[config.mk]
export PLATFORM = sky130hd
export DESIGN_NAME = spi_sample_averager
export DESIGN_NICKNAME = d
export VERILOG_FILES = /design/src/rtl/spi_pkg.sv /design/src/rtl/sample_fifo.sv /design/src/rtl/spi_sample_averager.sv
export SDC_FILE = /design/constraint.sdc
export NUM_CORES = 1
export LEC_CHECK = 0
export CAP_MARGIN = 20
export CORE_AREA = 2 2 107 109
export DETAILED_ROUTE_END_ITERATION = 10
export DIE_AREA = 0 0 109 111
export GPL_TIMING_DRIVEN = 0
export PLACE_DENSITY_LB_ADDON = 0.25
export RECOVER_POWER = 100
export SLEW_MARGIN = 20
export SYNTH_ARGS = -nofsm -noshare
export SYNTH_HDL_FRONTEND = slang
export SYNTH_SLANG_ARGS = --single-unit
export TNS_END_PERCENT = 5
[constraint.sdc]
create_clock -name clk -period 1.89 [get_ports clk]
set_input_delay 0.378 -clock clk [delete_from_list [all_inputs] [get_ports clk]]
set_output_delay 0.378 -clock clk [all_outputs]
set_load 0.01 [all_outputs]
[src/rtl/spi_pkg.sv]
// spi_pkg: shared FSM states, CS idle level and default sizing for the SPI sample averager.
package spi_pkg;
  typedef enum logic [1:0] {S_IDLE, S_ACCUM, S_EMIT} state_t;
  localparam logic CS_IDLE = 1'b1;
  localparam int AVG_LOG2_DEF = 2;
  localparam int FIFO_DEPTH_DEF = 4;
endpackage

[src/rtl/sample_fifo.sv]
// sample_fifo: first-word-fall-through FIFO with zeroed head when empty.
module sample_fifo #(
  parameter int DEPTH = 4,
  parameter int W = 8
) (
  input  logic         clk,
  input  logic         rst,
  input  logic         push,
  input  logic [W-1:0] din,
  output logic         full,
  input  logic         pop,
  output logic [W-1:0] dout,
  output logic         empty
);
  localparam int AW = $clog2(DEPTH);
  logic [W-1:0] mem [DEPTH];
  logic [AW:0] wptr, rptr;
  logic pop_ok, push_ok;
  // a push into a full FIFO still lands when the head leaves in the same cycle
  always_comb begin
    empty = wptr == rptr;
    full = (wptr[AW] != rptr[AW]) && (wptr[AW-1:0] == rptr[AW-1:0]);
    pop_ok = pop && !empty;
    push_ok = push && (!full || pop_ok);
    dout = empty ? '0 : mem[rptr[AW-1:0]];
  end
  always_ff @(posedge clk) begin
    if (rst) begin
      wptr <= '0;
      rptr <= '0;
    end else begin
      if (push_ok) wptr <= wptr + 1'b1;
      if (pop_ok) rptr <= rptr + 1'b1;
    end
  end
  always_ff @(posedge clk) begin
    if (push_ok) mem[wptr[AW-1:0]] <= din;
  end
endmodule

[src/rtl/spi_sample_averager.sv]
// spi_sample_averager: averages 2^AVG_LOG2 SPI bytes captured on CS rising edges into a FWFT FIFO.
module spi_sample_averager
  import spi_pkg::*;
#(
  parameter int AVG_LOG2 = AVG_LOG2_DEF,
  parameter int FIFO_DEPTH = FIFO_DEPTH_DEF
) (
  input  logic       clk,
  input  logic       rst,
  input  logic       cs_in,
  input  logic [7:0] data_in,
  output logic       sample_valid,
  output logic [7:0] sample_data,
  input  logic       sample_ready,
  output logic       overflow
);
  localparam int CW = AVG_LOG2 > 0 ? AVG_LOG2 : 1;
  localparam int SW = AVG_LOG2 + 8;
  localparam logic [CW-1:0] CNT_LAST = CW'((1 << AVG_LOG2) - 1);
  logic cs_s1, cs_s2, cs_prev, cs_rise;
  state_t state;
  logic [SW-1:0] acc;
  logic [CW-1:0] cnt;
  logic push, full, empty;
  logic [7:0] avg;
  always_comb begin
    cs_rise = cs_s2 & ~cs_prev;
    avg = acc[AVG_LOG2 +: 8];
    push = state == S_EMIT;
    sample_valid = !empty;
  end
  always_ff @(posedge clk) begin
    if (rst) begin
      cs_s1 <= CS_IDLE;
      cs_s2 <= CS_IDLE;
      cs_prev <= CS_IDLE;
      state <= S_IDLE;
      acc <= '0;
      cnt <= '0;
      overflow <= 1'b0;
    end else begin
      cs_s1 <= cs_in;
      cs_s2 <= cs_s1;
      cs_prev <= cs_s2;
      case (state)
        S_IDLE: if (cs_rise) state <= S_ACCUM;
        S_ACCUM: begin
          acc <= acc + SW'(data_in);
          cnt <= cnt + 1'b1;
          state <= cnt == CNT_LAST ? S_EMIT : S_IDLE;
        end
        S_EMIT: begin
          // full FIFO is never empty, so sample_ready alone means the head leaves
          if (full && !sample_ready) overflow <= 1'b1;
          acc <= '0;
          cnt <= '0;
          state <= S_IDLE;
        end
        default: state <= S_IDLE;
      endcase
    end
  end
  sample_fifo #(.DEPTH(FIFO_DEPTH), .W(8)) u_fifo (
    .clk(clk),
    .rst(rst),
    .push(push),
    .din(avg),
    .full(full),
    .pop(sample_ready),
    .dout(sample_data),
    .empty(empty)
  );
endmodule

# --- After elaboration in Yosys (flattened, before gate mapping) ---
# Memory sizes are Yosys's and may differ from the RTL's. A register that Yosys moved wholly into a read port is not among the register bits.
# Cells that the tools add are included.
# W data, S select, Z words.
totals:
  ff_bits: 24
  ram_bits: 32
  memories: 1
classes:
  n_mux: 10
  bitwise: 2
  eq_ne: 7
  addsub: 4
  reduce_logical: 11
mem_list:
  columns: ["memory", "depth", "word_bits", "read_ports", "rd_ports_with_merged_regs", "write_ports", "line_no", "source"]
  rows:
  - ["u_fifo.mem", 4, 8, 1, 1, 1, "sample_fifo.sv:16", "logic [W-1:0] mem [DEPTH];"]
op_table:
  columns: ["cell", "count"]
  rows:
  - ["$pmux W10 S2", 1]
  - ["$add A10 B8 Y10", 1]
  - ["$mux W2", 4]
  - ["$mux W8", 1]
  - ["$pmux W2 S2", 2]
  - ["$add A3 B1 Y3 const B", 2]
  - ["$eq A2 B2 Y1 const B", 2]
  - ["$logic_and A1 B1 Y1", 4]
  - ["$eq A3 B3 Y1", 1]
  - ["$logic_not A1 Y1", 3]
  - ["$add A2 B1 Y2 const B", 1]
  - ["$eq A2 B1 Y1 const B", 1]
  - ["$eq A2 B2 Y1", 1]
  - ["$logic_not A2 Y1", 1]
  - ["$mux W1", 2]
  - ["$ne A2 B2 Y1 const B", 1]
  - ["$reduce_and A2 Y1", 1]
  - ["$reduce_bool A2 Y1", 1]
  - ["$and A1 B1 Y1", 1]
  - ["$logic_or A1 B1 Y1", 1]
  - ["$ne A1 B1 Y1", 1]
  - ["$not A1 Y1", 1]

# --- Longest topological paths before layout ---
depth:
  depth_word: 7
  mapped_depth: 8

# --- Hierarchy ---
# From an unflattened synthesis, not the netlist that was laid out.
unflattened:
  cells_unflattened: 231
  area_unflattened_um2: 2801.4
modules_own_cells:
  columns: ["mod", "n_inst", "seq_area_each_um2", "cells_each", "area_each_um2"]
  rows:
  - ["sample_fifo", 1, 1121.1, 104, 1707.9]
  - ["spi_sample_averager", 1, 360.3, 127, 1093.5]

# --- Worst setup path before layout ---
# OpenSTA, ideal clock, no wires.
synth_timing:
  path_type: "input port to flip-flop"
  start: "in data_in[0]"
  end: "reg acc[6]"
  path_stages: 8
  path_buffers: 0
  arrival_time_ns: 1.735
  setup_time_ns: 0.117
  setup_slack_ns: 0.037
  path_cell_list: "ha_1 inv_1 fa_1 nand2b_1 a21oi_1 o21a_1 o21ai_0 a32o_1"
synth_via:
  elab_chain_cells: 2
synth_rtl:
  columns: ["element", "line_no", "source"]
  rows:
  - ["from (decl)", "spi_sample_averager.sv:11", "input logic [7:0] data_in,"]
  - ["$add A10 B8 Y10", "spi_sample_averager.sv:48", "acc <= acc + SW'(data_in);"]
  - ["$pmux W10 S2", "spi_sample_averager.sv:45", "case (state)"]
  - ["to (signal assigned)", "spi_sample_averager.sv:48", null]
  - ["to (decl)", "spi_sample_averager.sv:22", "logic [SW-1:0] acc;"]
# No other way between the ends.
# A chain may end at the register's enable or synchronous reset.

==> results_dict.tcl <==
set metrics [dict create \
    holdPathStages 1 \
    antenna_found_initial 0 \
    regToRegEndpoint "acc[6]" \
    status "finished with violations" \
    fmax_mhz 493 \
    fillers 1114 \
    ir_worst_vdd_mv 0.395 \
    slew_violations 0 \
    antenna_left 0 \
    power_mw 3.40 \
    min_to "cs_s2" \
    avgSynthCellArea_um2 12.4 \
    setup_slack_ns -0.139 \
    synth_ff_type "edfxtp_1" \
    ys_seq_area_share_pct 55.0 \
    fp.dieH_um 111 \
    viasPerCell 4.19 \
    synthArstFlopShare_pct 0 \
    fp.dieW_um 109 \
    p_leak_nw 1.42 \
    area_delta_synth_final_pct 36.1 \
    track_usage_pct 9.69 \
    most-common-layout-cells "edfxtp_1, nor2_1, dfxtp_1" \
    placed_area_um2 3080 \
    critPathMaxFanout 7 \
    worst-path-buf-inv 3 \
    drtPass1Iterations 4 \
    dieArea_um2 12100 \
    overflow 0 \
    rr_startpoint "acc[0]" \
    ios 22 \
    synth_cell_type_count 42 \
    drv_cap 0 \
    dp_hpwl_mm 3.58 \
    period_minus_slack_ns 2.03 \
    gp_congestion 0.725 \
    required_ns 1.51 \
    layout.cells.non_filler 405 \
    drc_errors 0 \
    crit_family "multiplexers" \
    cts_hold_buf 0 \
    relSlewSlack_pct 62.5 \
    hold_path_class "flip-flop to flip-flop" \
    crit_path_cell_trace "buf_8, buf_4, mux4_2, and2_1, buf_2" \
    rrSetupSlack_ns 0.01 \
    final_common_cell "edfxtp_1" \
    power_density_nw_per_um2 927 \
    netlist_area_um2 2690 \
    antenna_cells 0 \
    start_kind "flip-flop" \
    violations "setup timing" \
    min_period_over_period_pct 107 \
    worstRegToRegCells 8 \
    numCtsBuffers 9 \
    placedCellCount 382 \
    worstSetupPathType "flip-flop to primary output" \
    finalSetupViolCount 9 \
    cts.sinks 58 \
    yosys_warnings 0 \
    ys_ff_latch 58 \
    cts_tree "done" \
    row_count 39 \
    core_area_um2 11100 \
    clock_skew_ns 0.00866 \
    hold_viol 0 \
    start_util_pct 24.3 \
    nets 287 \
    postSynthCellCount 218 \
    fin_util_pct 33.1 \
    worst_path_max_delay_cell "mux4_2" \
    layout-drive-gt1-share_pct 31.3 \
    worstHoldStart "cs_s1" \
    grt_max_degree 13 \
    synth_nets 248 \
    synth_edf_count 32 \
    cpPeakStageDelay_ns 0.48 \
    insertion_delay_ns 0.33 \
    drtIter0Drc 53 \
    rsz0062_at_grt "yes" \
    clockBufferDepth 2 \
    path_clk_slew_ns 0.06 \
    routed_wl_mm 5.25 \
    h-tree-depth 3 \
    worstMarginPinSlew_ns 0.562 \
    dr_total_vias 1696 \
    avgRoutedWirePerCell_um 13.0 \
    end_kind "primary output" \
    whs_ns 0.410 \
    crit_arrival_ns 1.65 \
    final_area_um2 3670 \
    root_buffer "clkbuf_16" \
    io_buffer_count 21 \
    grt_pass1_vias 1746 \
    grt_pass1_wl_mm 8.74 \
]
==> sequential cells by signal, indices dropped and copies added (netlist names), named ones only <==
signal / count
u_fifo.mem: 32
acc: 10
u_fifo.rptr: 3
u_fifo.wptr: 3
cnt: 2
state: 2
cs_prev: 1
cs_s1: 1
cs_s2: 1
overflow: 1
==> per-layer routing <==
layer	wire length [um]	GRT usage, %
met5	0	0
met2	2560	15.6
met3	175	3.00
met1	2460	12.0
met4	52	3.85
==> cell type report <==
type	instances	area (um^2)	area share, %
Sequential cell	58	1490	40.7
Multi-Input combinational cell	139	1290	35.1
Timing Repair Buffer	29	268	7.30
Clock buffer	9	225	6.14
Tap cell	143	179	4.88
Clock inverter	7	125	3.41
Inverter	15	56.3	1.54
Buffer	5	33.8	0.922
==> logic make-up (layout without fill, tap and decap cells) <==
logic type	after synthesis	in the layout	share of synthesized area (%)
buffers and inverters	21	65	3.58
AND/OR/NAND/NOR	65	65	12.3
flip-flops	58	58	55.0
AO/OA/AOI/OAI	34	34	9.06
adder cells (fa/ha/maj)	18	18	8.64
XOR/XNOR	9	9	2.93
multiplexers	13	13	8.55
==> timing repair <==
| action | CTS | global route |
|---|---|---|
| setup buffers | 5 | 3 |
| resized for setup | 63 | 27 |
| pin swaps | 10 | 9 |
| setup endpoints to repair | 46 | 48 |
==> synth_stat cells, types with 2 or more instances <==
master / count / area [um^2]
edfxtp_1: 32 / 961
a32o_1: 3 / 30.0
buf_2: 2 / 10.0
buf_6: 2 / 22.5
ha_1: 17 / 213
nand2b_1: 7 / 43.8
xnor2_1: 6 / 52.6
clkbuf_1: 2 / 7.51
nand2_1: 5 / 18.8
o21ai_0: 2 / 10.0
or2_2: 3 / 18.8
and2_1: 9 / 56.3
nor2b_1: 4 / 25.0
mux4_2: 8 / 180
nand3_1: 7 / 35.0
a21oi_1: 13 / 65.1
mux2i_1: 5 / 50.1
nor2_1: 24 / 90.1
xor2_1: 3 / 26.3
a21o_1: 3 / 22.5
inv_1: 14 / 52.6
dfxtp_1: 26 / 521
or3_1: 2 / 12.5
==> how the worst max path moves through the flow <==
stage	from	endpoint	slack [ns]	cells after the start
after CTS	flip-flop	sample_data[5]	-0.18	5
final	flip-flop	sample_data[5]	-0.14	5
after global routing	flip-flop	sample_data[3]	-0.19	5
after global placement	data_in[0]	acc[6]	-0.66	9
after floorplan	data_in[0]	acc[6]	0.04	8
after detailed placement	data_in[0]	acc[6]	-0.67	9
==> where the power goes <==
| group | internal, mW | switching (mW) | total, mW | leakage [nW] |
|---|---|---|---|---|
| registers | 1.34 | 0.0177 | 1.36 | 0.511 |
| clock network | 1.30 | 0.599 | 1.90 | 0.171 |
| logic | 0.0729 | 0.0690 | 0.142 | 0.740 |
==> through the flow <==
stage | TNS (ns) | setup slack [ns]
finish | -0.750 | -0.139
global placement | -15.98 | -0.659
floorplan | 0 | 0.0374
detailed placement | -15.89 | -0.674
CTS | -1.23 | -0.179
global route | -3.49 | -0.194
(Power assumes the default switching activity.)
